[src/rtl/ahb_reg_bridge_if.sv]
// ---------------------------------------------------------------------------
// ahb_reg_bridge_if
// Purpose : groups the AHB-Lite slave-side signals of ahb_reg_bridge.
// Signals : hsels/haddrs/htranss/hsizes/hwrites/hreadys/hwdatas driven by the
//           interconnect (master modport), hreadyouts/hresps/hrdatas driven
//           back by the slave (slave modport).
// ---------------------------------------------------------------------------
interface ahb_reg_bridge_if #(
    parameter int ADDRWIDTH = 12,
    parameter int DATAWIDTH = 32
);
    logic                 hsels;
    logic [ADDRWIDTH-1:0] haddrs;
    logic [1:0]           htranss;
    logic [2:0]           hsizes;
    logic                 hwrites;
    logic                 hreadys;
    logic [DATAWIDTH-1:0] hwdatas;
    logic                 hreadyouts;
    logic                 hresps;
    logic [DATAWIDTH-1:0] hrdatas;

    modport master (
        output hsels, haddrs, htranss, hsizes, hwrites, hreadys, hwdatas,
        input  hreadyouts, hresps, hrdatas
    );

    modport slave (
        input  hsels, haddrs, htranss, hsizes, hwrites, hreadys, hwdatas,
        output hreadyouts, hresps, hrdatas
    );
endinterface

[src/rtl/ahb_reg_bridge.sv]
// ---------------------------------------------------------------------------
// ahb_reg_bridge
// Purpose : AHB-Lite slave to register-bus bridge with configurable data
//           width, programmable read latency (RD_WAIT) and two-cycle ERROR
//           responses for oversize, misaligned or out-of-range transfers.
// Ports   : hclk, hresetn (async, active-low)
//           bus          - AHB-Lite slave side (ahb_reg_bridge_if.slave)
//           addr         - registered transfer address
//           read_en      - one-cycle read strobe
//           write_en     - one-cycle write strobe
//           byte_strobe  - active byte lanes of the transfer
//           wdata        - write data (straight from hwdatas)
//           rdata        - register-file read data, valid RD_WAIT cycles
//                          after read_en
// ---------------------------------------------------------------------------
module ahb_reg_bridge #(
    parameter int                   ADDRWIDTH  = 12,
    parameter int                   DATAWIDTH  = 32,
    parameter int                   RD_WAIT    = 0,
    parameter logic [ADDRWIDTH-1:0] ADDR_LIMIT = 12'hFFF,
    localparam int                  NSTRB      = DATAWIDTH / 8
) (
    input  logic                 hclk,
    input  logic                 hresetn,
    ahb_reg_bridge_if.slave      bus,
    output logic [ADDRWIDTH-1:0] addr,
    output logic                 read_en,
    output logic                 write_en,
    output logic [NSTRB-1:0]     byte_strobe,
    output logic [DATAWIDTH-1:0] wdata,
    input  logic [DATAWIDTH-1:0] rdata
);
    localparam int         OFFW      = $clog2(NSTRB);
    localparam logic [2:0] WAIT_INIT = (RD_WAIT > 0) ? 3'(RD_WAIT - 1) : 3'd0;

    typedef enum logic [2:0] {
        S_IDLE, S_WR, S_RD, S_RDW, S_ERR1, S_ERR2
    } state_t;

    state_t                 state_q, state_d;
    logic [2:0]             cnt_q, cnt_d;
    logic [ADDRWIDTH-1:0]   addr_q, addr_d;
    logic [NSTRB-1:0]       strb_q, strb_d;

    logic                   req;
    logic                   illegal;
    logic [OFFW-1:0]        misalign;
    logic [OFFW-1:0]        offset;
    logic [NSTRB-1:0]       strb_calc;
    logic                   ready_o;
    logic                   unused_bits;

    // Only htranss[1] separates NONSEQ/SEQ from IDLE/BUSY.
    assign unused_bits = bus.htranss[0];

    assign req    = bus.hsels & bus.hreadys & bus.htranss[1];
    assign offset = bus.haddrs[OFFW-1:0];

    // Address bit gi must be zero whenever the transfer is wider than 2**gi
    // bytes. Bits at or above OFFW only matter for oversize transfers, which
    // are rejected by the size check anyway.
    for (genvar gi = 0; gi < OFFW; gi++) begin : g_align
        assign misalign[gi] = bus.haddrs[gi] & (3'(gi) < bus.hsizes);
    end

    // A lane is active when it falls in the same naturally aligned block
    // of 2**hsizes bytes as the transfer address.
    for (genvar gi = 0; gi < NSTRB; gi++) begin : g_strb
        localparam logic [OFFW-1:0] LANE = OFFW'(gi);
        assign strb_calc[gi] = ((LANE >> bus.hsizes) == (offset >> bus.hsizes));
    end

    assign illegal = (bus.hsizes > 3'(OFFW)) | (|misalign) | (bus.haddrs > ADDR_LIMIT);

    // State register
    always_ff @(posedge hclk or negedge hresetn) begin
        if (!hresetn) begin
            state_q <= S_IDLE;
            cnt_q   <= 3'd0;
            addr_q  <= '0;
            strb_q  <= '0;
        end else begin
            state_q <= state_d;
            cnt_q   <= cnt_d;
            addr_q  <= addr_d;
            strb_q  <= strb_d;
        end
    end

    // Next-state logic. A new address phase is only taken when this cycle
    // drives hreadyouts high, i.e. the final cycle of the current data phase.
    always_comb begin
        state_d = state_q;
        cnt_d   = cnt_q;
        addr_d  = addr_q;
        strb_d  = strb_q;
        case (state_q)
            S_ERR1: state_d = S_ERR2;
            S_RD: begin
                if (!ready_o) begin
                    state_d = S_RDW;
                    cnt_d   = WAIT_INIT;
                end
            end
            S_RDW: begin
                if (!ready_o) cnt_d = cnt_q - 3'd1;
            end
            default: ;
        endcase
        if (ready_o) begin
            if (!req) begin
                state_d = S_IDLE;
            end else if (illegal) begin
                state_d = S_ERR1;
            end else begin
                state_d = bus.hwrites ? S_WR : S_RD;
                addr_d  = bus.haddrs;
                strb_d  = strb_calc;
            end
        end
    end

    // Output logic, decoded from state so reset clears it immediately.
    always_comb begin
        ready_o  = 1'b1;
        bus.hresps = 1'b0;
        read_en  = 1'b0;
        write_en = 1'b0;
        case (state_q)
            S_WR:   write_en = 1'b1;
            S_RD: begin
                read_en = 1'b1;
                ready_o = (RD_WAIT == 0);
            end
            S_RDW:  ready_o = (cnt_q == 3'd0);
            S_ERR1: begin
                bus.hresps = 1'b1;
                ready_o    = 1'b0;
            end
            S_ERR2: bus.hresps = 1'b1;
            default: ;
        endcase
        bus.hrdatas = '0;
        if ((state_q == S_RD || state_q == S_RDW) && ready_o) bus.hrdatas = rdata;
    end

    assign bus.hreadyouts = ready_o;
    assign addr           = addr_q;
    assign byte_strobe    = strb_q;
    assign wdata          = bus.hwdatas;
endmodule
[src/flat_wrapper.sv]
// flat-port wrapper written by rule: the top's interface ports become plain ports
module ahb_reg_bridge_flat 
#(
    parameter int                   ADDRWIDTH  = 12,
    parameter int                   DATAWIDTH  = 32,
    parameter int                   RD_WAIT    = 0,
    parameter logic [ADDRWIDTH-1:0] ADDR_LIMIT = 12'hFFF,
    localparam int                  NSTRB      = DATAWIDTH / 8
)
  (hclk, hresetn, addr, read_en, write_en, byte_strobe, wdata, rdata, bus_hsels, bus_haddrs, bus_htranss, bus_hsizes, bus_hwrites, bus_hreadys, bus_hwdatas, bus_hreadyouts, bus_hresps, bus_hrdatas);
  ahb_reg_bridge_if #(.ADDRWIDTH(ADDRWIDTH), .DATAWIDTH(DATAWIDTH)) bus_i ();
  input  logic hclk;
  input  logic hresetn;
  output logic [ADDRWIDTH-1:0] addr;
  output logic read_en;
  output logic write_en;
  output logic [NSTRB-1:0] byte_strobe;
  output logic [DATAWIDTH-1:0] wdata;
  input  logic [DATAWIDTH-1:0] rdata;
  input wire logic [$bits(bus_i.hsels)-1:0] bus_hsels;
  input wire logic [$bits(bus_i.haddrs)-1:0] bus_haddrs;
  input wire logic [$bits(bus_i.htranss)-1:0] bus_htranss;
  input wire logic [$bits(bus_i.hsizes)-1:0] bus_hsizes;
  input wire logic [$bits(bus_i.hwrites)-1:0] bus_hwrites;
  input wire logic [$bits(bus_i.hreadys)-1:0] bus_hreadys;
  input wire logic [$bits(bus_i.hwdatas)-1:0] bus_hwdatas;
  output wire logic [$bits(bus_i.hreadyouts)-1:0] bus_hreadyouts;
  output wire logic [$bits(bus_i.hresps)-1:0] bus_hresps;
  output wire logic [$bits(bus_i.hrdatas)-1:0] bus_hrdatas;
  assign bus_i.hsels = bus_hsels;
  assign bus_i.haddrs = bus_haddrs;
  assign bus_i.htranss = bus_htranss;
  assign bus_i.hsizes = bus_hsizes;
  assign bus_i.hwrites = bus_hwrites;
  assign bus_i.hreadys = bus_hreadys;
  assign bus_i.hwdatas = bus_hwdatas;
  assign bus_hreadyouts = bus_i.hreadyouts;
  assign bus_hresps = bus_i.hresps;
  assign bus_hrdatas = bus_i.hrdatas;
  ahb_reg_bridge #(.ADDRWIDTH(ADDRWIDTH), .DATAWIDTH(DATAWIDTH), .RD_WAIT(RD_WAIT), .ADDR_LIMIT(ADDR_LIMIT)) u_core (.hclk(hclk), .hresetn(hresetn), .bus(bus_i), .addr(addr), .read_en(read_en), .write_en(write_en), .byte_strobe(byte_strobe), .wdata(wdata), .rdata(rdata));
endmodule
[config.mk]
export PLATFORM = sky130hd
export DESIGN_NAME = ahb_reg_bridge_flat
export DESIGN_NICKNAME = d
export VERILOG_FILES = /design/src/rtl/ahb_reg_bridge_if.sv /design/src/rtl/ahb_reg_bridge.sv /design/src/flat_wrapper.sv
export SDC_FILE = /design/constraint.sdc
export NUM_CORES = 1
export LEC_CHECK = 0
export CAP_MARGIN = 20
export CORE_MARGIN = 8
export CORE_UTILIZATION = 25
export CTS_CLUSTER_SIZE = 8
export DETAILED_ROUTE_END_ITERATION = 6
export PLACE_DENSITY = 0.75
export SETUP_SLACK_MARGIN = 0.3
export SLEW_MARGIN = 30
export SYNTH_ARGS = -nofsm -noshare
export SYNTH_HDL_FRONTEND = slang
export SYNTH_SLANG_ARGS = --single-unit
[constraint.sdc]
create_clock -name hclk -period 2.1 [get_ports hclk]
set_input_delay 0.21 -clock hclk [delete_from_list [all_inputs] [get_ports hclk]]
set_output_delay 0.21 -clock hclk [all_outputs]
set_load 0.01 [all_outputs]
* Yosys cells after proc, flatten, opt, wreduce, memory -nomap -nowiden
Index checks and enable logic that the tools add are counted. W data, S select, Z words.
Word-level totals: bits in registers 22, output and inout bits 84, logic and storage cells 54
Operators by class: add/sub/neg operators 1, order comparisons 4, equality and inequality tests 11, shift operators 5, muxes and demuxes 13, bitwise operators 7, reductions and logical operators 9
Operators by type and width (number):
- $mux W32 | 1
- $mux W3 | 5
- $gt A12 B12 Y1 const B | 1
- $pmux W3 S2 | 2
- $eq A2 B2 Y1 | 4
- $eq A3 B2 Y1 const B | 2
- $eq A3 B3 Y1 const B | 2
- $lt A1 B3 Y1 const A | 2
- $reduce_and A3 Y1 | 2
- $shr A1 B3 Y2 const A | 2
- $shr A2 B3 Y2 const A | 2
- $and A1 B1 Y1 | 4
- $ne A2 B2 Y1 const B | 2
- $reduce_or A2 Y1 | 2
- $eq A3 B1 Y1 const B | 1
- $gt A3 B2 Y1 const B | 1
- $logic_not A3 Y1 | 1
- $mux W1 | 3
- $reduce_bool A3 Y1 | 1
- $shr A2 B3 Y2 | 1
- $sub A3 B1 Y3 const B | 1
- $mux W2 | 1
- $or A1 B1 Y1 | 2
- $pmux W1 S2 | 1
- other kinds (4) | 4

* Longest topological paths before layout
Gate-level depths: netlist of run 1.
depth in word-level cells 8, mapped depth 7, mapped depth without buffers 6

* Worst setup path before layout of run 1
No wires, ideal clock.
path kind register to register, start point register u_core.cnt_q[0], end point register u_core.addr_q[10] (netlist: u_core.addr[10]), arrival 1715 ps, required time 1975 ps, setup slack 260 ps, stages on the path, launching flop included 8, buffers on the path 1, cells stage by stage dfrtp_1 inv_1 ha_1 nand2b_1 a31oi_1 nand2_4 buf_6 mux2_4
On the way: cells in the longest elaborated chain, start to end 3
Ends and longest elaborated chain:
- from (decl) | RTL line ahb_reg_bridge.sv:41 | logic [2:0] cnt_q, cnt_d;
- from (signal assigned) | RTL line ahb_reg_bridge.sv:84 | cnt_q <= cnt_d;
- $logic_not A3 Y1 | RTL line ahb_reg_bridge.sv:135 | S_RDW: ready_o = (cnt_q == 3'd0);
- $pmux W1 S2 | RTL line ahb_reg_bridge.sv:129 | case (state_q)
- named net bus_hreadyouts | RTL line flat_wrapper.sv:27 | output wire logic [$bits(bus_i.hreadyouts)-1:0] bus_hreadyouts;
- $reduce_and A3 Y1 (no source line)
- to (signal assigned) | RTL line ahb_reg_bridge.sv:85 | addr_q <= addr_d;
- to (decl) | RTL line ahb_reg_bridge.sv:42 | logic [ADDRWIDTH-1:0] addr_q, addr_d;
The timed path passes the listed nets, and every way through them passes these cells. A chain may end at the register's enable or synchronous reset.

* Worst setup path after layout of run 1
start point register u_core.cnt_q[0], end point output port bus_hrdatas[31]
On the way: cells in the longest elaborated chain, start to end 4
Ends and longest elaborated chain:
- $logic_not A3 Y1 | RTL line ahb_reg_bridge.sv:135
- $pmux W1 S2 | RTL line ahb_reg_bridge.sv:129
- $logic_and A1 B1 Y1 | RTL line ahb_reg_bridge.sv:144 | if ((state_q == S_RD || state_q == S_RDW) && ready_o) bus.hrdatas = rdata;
- $mux W32 | RTL line ahb_reg_bridge.sv:144
- to (decl) | RTL line flat_wrapper.sv:29 | output wire logic [$bits(bus_i.hrdatas)-1:0] bus_hrdatas;
No other way between the ends.

==> impl_metrics.toml, run 1 <==
[cts]
cts.clk_slew.worst_paths_ns = 0.08
cts_made_buffers = 3
h-tree-depth = 1
cts_tree = "built"
cts.path.max_buffers = 2
cts.sink_count = 22
hold_buffers = 0
ctsRootBufferMaster = "clkbuf_8"
clk-insertion-delay-late_ns = 0.27

[placement]
placed_cells = 294
postPlaceCellArea_mm2 = 0.00242
place_congestion = 0.721
buffer_ports.inserted = 104
dp.final_hpwl_mm = 3.89

[timing]
final_min_period_over_clock_period_pct = 91.0
setup_violations = 0
finalSetupTns_ns = 0
grt_setup_unrepaired = "yes"
drv_slew = 0
fin_worst_skew_ns = 0.00669
tightestPinTransition_ns = 0.495
fmax_ghz = 0.523
finalCriticalPeriod_ns = 1.91
slew_headroom_pct = 66.9
report.final.hold_viol_count = 0

[global_routing]
grt_usage_pct = 11.4
first_global_vias = 1511
grt_first_pass_wirelength_mm = 7.89
maximum_number_of_pins_on_one_net_before_global_route_repair = 17
antenna_found_initial = 0
global_route.overflow_total = 0

[floorplan]
effective_utilization_at_floorplan_pct = 25.3
num_rows = 28
floorplan.die_area_mm2 = 0.00859
die_y_um = 92.7
ports_placed_on_the_boundary = 170
core_mm2 = 0.00582
die_w_um = 92.7

[worst_setup_path]
worst_setup_path_end_kind = "output port"
timing_worst_setup_path_type = "reg -> out"
crit_path_dat_ns = 1.70
critical_path.max_fanout = 8
crit_path_start_kind = "flip-flop"
worstPathRequired_ns = 1.89

[yosys]
synth.top_cells.by_area = "dfrtp_1, buf_4, and2_1, mux2_4, mux2_2"
yosys.cell_types.count = 25
synth.top_cell.area_share_pct = 37.4
syn_area_per_cell_um2 = 10.2
synth_top_area_cell = "dfrtp_1"
ys_seq_area_share_pct = 37.4
synthesis.yosys.warnings = 0
synth_fp_nets = 232
netlist_instances = 144
post_synth_instance_area_mm2 = 0.00147
synth-seq-cells = 22

[routing]
drt-wirelength-per-cell_um = 16.4
route.detailed.vias_per_inst = 4.28
detail_route.iter0.violations = 28
final_antenna_net_count = 0
wirelength_mm = 5.16
num_vias = 1343
drt_pass1_iterations = 4
drc = 0

[final_layout]
final_cell_mix = "clkdlybuf4s50_1, buf_6, and2_4"
final_common_cell = "clkdlybuf4s50_1"
antenna_cells = 0
ratio_of_cells_with_drive_above_1_in_the_final_layout_pct = 46.4
nets = 328
fin_util_pct = 48.6
finalInstanceArea_mm2 = 0.00283
finish.cell_count_without_fillers = 314
area_growth_pct = 92.4

[job]
drv_cap = 0

[outcome]
result_of_the_run = "complete, no violations"

[power_and_ir_drop]
total_power_w = 0.00206
power-per-cell-area_mw_per_mm2 = 728
largest_voltage_drop_on_the_vdd_net_v = 0.000517
cellLeakagePower_nw = 1.30

[min_path]
hold_class = "in -> async"
[through the flow]
step	worst slack (ns)	hold slack, ns
3_3_place_gp	0.0476	0.420
6_report	0.189	0.262
3_5_place_dp	0.00108	0.420
4_1_cts	0.148	0.284
5_1_grt	0.104	0.325
2_1_floorplan	0.373	-0.0856
[cell families (layout without fill, tap and decap cells)]
family | Yosys count | count (layout) | share of synthesized area [%]
AO/OA/AOI/OAI | 11 | 11 | 5.02
XOR/XNOR | 2 | 2 | 1.19
adder cells (fa/ha/maj) | 2 | 2 | 1.70
buffers and inverters | 39 | 132 | 18.6
flip-flops | 22 | 22 | 37.4
multiplexers | 16 | 16 | 14.6
AND/OR/NAND/NOR | 52 | 54 | 21.4
[synthesized netlist by cell type]
| library cell | instances |
|---|---|
| a211o_1 | 1 |
| a21oi_1 | 1 |
| a21oi_4 | 1 |
| a31oi_1 | 1 |
| and2_1 | 32 |
| buf_4 | 32 |
| buf_6 | 1 |
| clkbuf_1 | 3 |
| dfrtp_1 | 22 |
| ha_1 | 2 |
| inv_1 | 3 |
| mux2_2 | 7 |
| mux2_4 | 9 |
| nand2_1 | 4 |
| nand2_4 | 1 |
| nand2b_1 | 2 |
| nand3_1 | 2 |
| nand4_1 | 1 |
| nor2_1 | 4 |
| nor2b_1 | 3 |
| nor3b_1 | 2 |
| o21a_1 | 1 |
| o21ai_0 | 6 |
| or4_4 | 1 |
| xnor2_1 | 2 |
[final cells by class]
class	instances	area [um2]
fill	535	2990
timing repair buffer	125	1290
multi-input combinational	85	807
sequential	22	552
tap	75	93.8
clock buffer	3	41.3
clock inverter	1	30.0
inverter	3	11.3
[state kept, by name, summed over array words and instances, names as in the netlist]
register and flops:
u_core.cnt_q 3, u_core.byte_strobe 4, u_core.addr 12, u_core.state_q 3
[routing by layer]
metal	vias up	wire (um)	GRT usage (%)
met3	9	623	5.50
met2	105	2390	18.5
met4	0	63	3.62
met1	597	2080	12.7
met5	-	0	0
li1	632	-	-
[power breakdown]
part / switching (W) / internal (W) / total, W
combinational: 0.000346 / 0.000624 / 0.000970
clock: 0.000144 / 0.000255 / 0.000399
sequential: 0.000110 / 0.000581 / 0.000691
[critical path: stages, from the launching register on]
cell and delay, ns:
dfrtp_1 0.40, inv_2 0.09, ha_4 0.14, nand2b_4 0.06, a21oi_4 0.21, buf_6 0.15
clkbuf_16 0.14, and2_4 0.14, buf_6 0.09
[path summary, 6_finish.rpt]
path	startpoint	endpoint	slack (ns)	cells past startpoint
hold / removal	hresetn	u_core.addr[11]	0.26	1
min in group hclk	bus_hwdatas[16]	wdata[16]	0.42	0
hold reg to reg	u_core.addr[0]	u_core.addr[0]	0.51	1
max in group asynchronous	hresetn	u_core.state_q[0]	1.27	2
setup / recovery	u_core.cnt_q[0]	bus_hrdatas[31]	0.19	8
setup reg to reg	u_core.cnt_q[0]	u_core.addr[5]	0.24	9
[timing repair]
item / in CTS / in global routing
cloned: 4 / 1
endpoints found under the setup margin: 49 / 52
setup buffers: 7 / 4
pin swaps: 3 / 27
resized for setup: 148 / 60
No activity file was read; power rests on OpenSTA's default activity.
==> inputs of run 2 (changes only) <==
- CAP_MARGIN: 20 -> 15
==> results of run 2 <==
No change in the layout: final DEF, timing and power equal those of run 1.
==> inputs of run 3 (changes only) <==
- PLACE_DENSITY: 0.75 -> 0.78
- clock period: 2.1 -> 1.6 ns (I/O delays scaled with it)
==> run 3 against run 2 <==
The flow now finishes with violations (setup timing). Routed wire length is 0.31% lower. Final cell count is 5.1% higher. Register-to-register slack worse by 0.36 ns. Largest cell class unchanged. Non-clock buffer count is 16 higher. Power is 33% higher. Worst setup slack worse by 0.41 ns. Clock-buffer cell count stayed put. Combinational power is 39% higher. Sequential share of layout area is 1.5 points lower. Sequential power is 26% higher. Die area stayed put.
==> impl_metrics.toml, run 3 (synthesized netlist as in run 1, its figures left out) <==
[routing]
final_antenna_net_count = 0
route.detailed.vias_per_inst = 4.23
drt-wirelength-per-cell_um = 15.6
met1_length_mm = 1.92
drt_pass1_iterations = 4
top_layer_used_by_detailed_routing = "met4"
drc = 0
dr_wl_met3_um = 518
detail_route.iter0.violations = 23
dr_wl_met2_mm = 2.59
num_vias = 1397
wirelength_mm = 5.14

[timing]
grt_setup_unrepaired = "yes"
report.final.hold_viol_count = 0
setup_violations = 49
fin_ws_ns = -0.216
final_min_period_over_clock_period_pct = 114
whs_ns = 0.228
finalSetupTns_ns = -8.45
finalCriticalPeriod_ns = 1.82
drv_slew = 0
tightestPinTransition_ns = 0.271
fmax_ghz = 0.551
slew_headroom_pct = 81.9
fin_worst_skew_ns = 0.000948

[final_layout]
area.sequential_um2 = 551
area_growth_pct = 108
ratio_of_cells_with_drive_above_1_in_the_final_layout_pct = 56.9
nets = 344
filler_cell_count = 517
largest_reg_flops = 12
multiInputGateArea_um2 = 896
final_cell_mix = "clkdlybuf4s50_1, buf_6, and2_4"
antenna_cells = 0
final_common_cell = "clkdlybuf4s50_1"

[global_routing]
grt_first_pass_wirelength_mm = 7.92
grt_usage_pct = 11.5
antenna_found_initial = 0
global_route.overflow_total = 0
maximum_number_of_pins_on_one_net_before_global_route_repair = 23
first_global_vias = 1538

[power_and_ir_drop]
internal_power_w = 0.00191
power_frac_clock_pct = 18.8
cellLeakagePower_nw = 1.43
switching_share_pct = 30.2
power-per-cell-area_mw_per_mm2 = 897
largest_voltage_drop_on_the_vdd_net_v = 0.000830
power.share.combinational_pct = 49.4
seq_power_share_pct = 31.8
power_switching_w = 0.000827

[outcome]
failed_checks = "setup timing"
result_of_the_run = "finished with violations"

[cts]
cts.clk_slew.worst_paths_ns = 0.08
h-tree-depth = 1
cts.path.max_buffers = 2
ctsRootBufferMaster = "clkbuf_8"
cts_made_buffers = 3
cts_tree = "built"
cts.sink_count = 22
clk-insertion-delay-late_ns = 0.26
hold_buffers = 0

[job]
drv_cap = 0

[worst_setup_path]
r2r_end = "u_core.addr[6]"
worstSetupEndpoint = "bus_hrdatas[8]"
rr_worst_depth = 9
worst_setup_path_end_kind = "output port"
r2r_setup_slack_ns = -0.12
crit_path_dat_ns = 1.66
worstPathRequired_ns = 1.44
critical_path.max_fanout = 8
setup.worst_path.start = "u_core.cnt_q[1]"
timing_worst_setup_path_type = "reg -> out"
crit_path_start_kind = "flip-flop"
reg2reg_from = "u_core.cnt_q[1]"

[floorplan]
ports_placed_on_the_boundary = 170
die_w_um = 92.7
num_rows = 28
effective_utilization_at_floorplan_pct = 25.3
core_mm2 = 0.00582
die_y_um = 92.7
floorplan.die_area_mm2 = 0.00859

[min_path]
hold_class = "in -> async"

[placement]
dp.final_hpwl_mm = 3.60
place_congestion = 0.707
buffer_ports.inserted = 104
[run 3: cell types whose count changed in the layout (fill, tap and decap cells not counted), sizes merged]
cell           change
dlygate4sd2       +19
clkbuf             -1
dlymetal6s2s       -2
buf               +20
clkdlybuf4s50     -20
[run 3: area by class of cell]
| cell class | instances | share of cell area, % |
|---|---|---|
| repair buffers | 141 | 46.9 |
| multi-input cells | 85 | 29.3 |
| flip-flops and latches | 22 | 18.0 |
| well taps | 75 | 3.07 |
| clock buffers | 3 | 1.35 |
| clock inverters | 1 | 0.983 |
| inverters | 3 | 0.369 |
[run 3: power by group through the flow]
| stage | logic [W] | clock network (W) | registers [W] |
|---|---|---|---|
| after floorplan | 0.000436 | 0 | 0.000979 |
| after global routing | 0.00144 | 0.000558 | 0.000906 |
| final | 0.00135 | 0.000516 | 0.000872 |
| after CTS | 0.00128 | 0.000526 | 0.000871 |
| after detailed placement | 0.00121 | 0 | 0.000880 |
| after global placement | 0.00119 | 0 | 0.000884 |
[run 3: per-layer routing]
layer	up-vias	GRT usage [%]
li1	656	-
met1	641	12.6
met2	85	19.5
met3	15	4.37
met4	0	4.56
met5	-	0
[run 3: timing repair]
item | 4_1_cts | 5_1_grt
resized for setup | 231 | 47
cloned | 5 | 0
setup buffers | 12 | 4
pin swaps | 37 | 10
setup endpoints to repair | 71 | 58
[run 3: critical path, stage by stage, from the launching register on]
cell      delay [ns]
dfrtp_1         0.39
inv_2           0.08
ha_4            0.14
nand2b_4        0.06
a21oi_4         0.23
buf_6           0.13
buf_8           0.12
and2_4          0.14
buf_6           0.09
[run 3: metrics by stage]
stage / cell area (um2) / total power (W) / worst slack, ns / std cells / utilization (%)
after floorplan: 1510 / 0.00141 / 0.0115 / 144 / -
after global placement: 2510 / 0.00208 / -0.350 / 305 / 43.2
after detailed placement: 2510 / 0.00209 / -0.386 / 305 / 43.2
after CTS: 2840 / 0.00268 / -0.272 / 326 / 48.8
after global routing: 3060 / 0.00291 / -0.328 / 330 / 52.5
final: 3060 / 0.00274 / -0.216 / 330 / 52.5
[run 3: how the worst min path moves through the flow]
stage | from | endpoint
2_1_floorplan | hresetn | u_core.addr[0]
3_3_place_gp | bus_hwdatas[11] | wdata[11]
3_5_place_dp | bus_hwdatas[11] | wdata[11]
4_1_cts | hresetn | u_core.addr[8]
5_1_grt | hresetn | u_core.addr[2]
6_report | hresetn | u_core.addr[10]
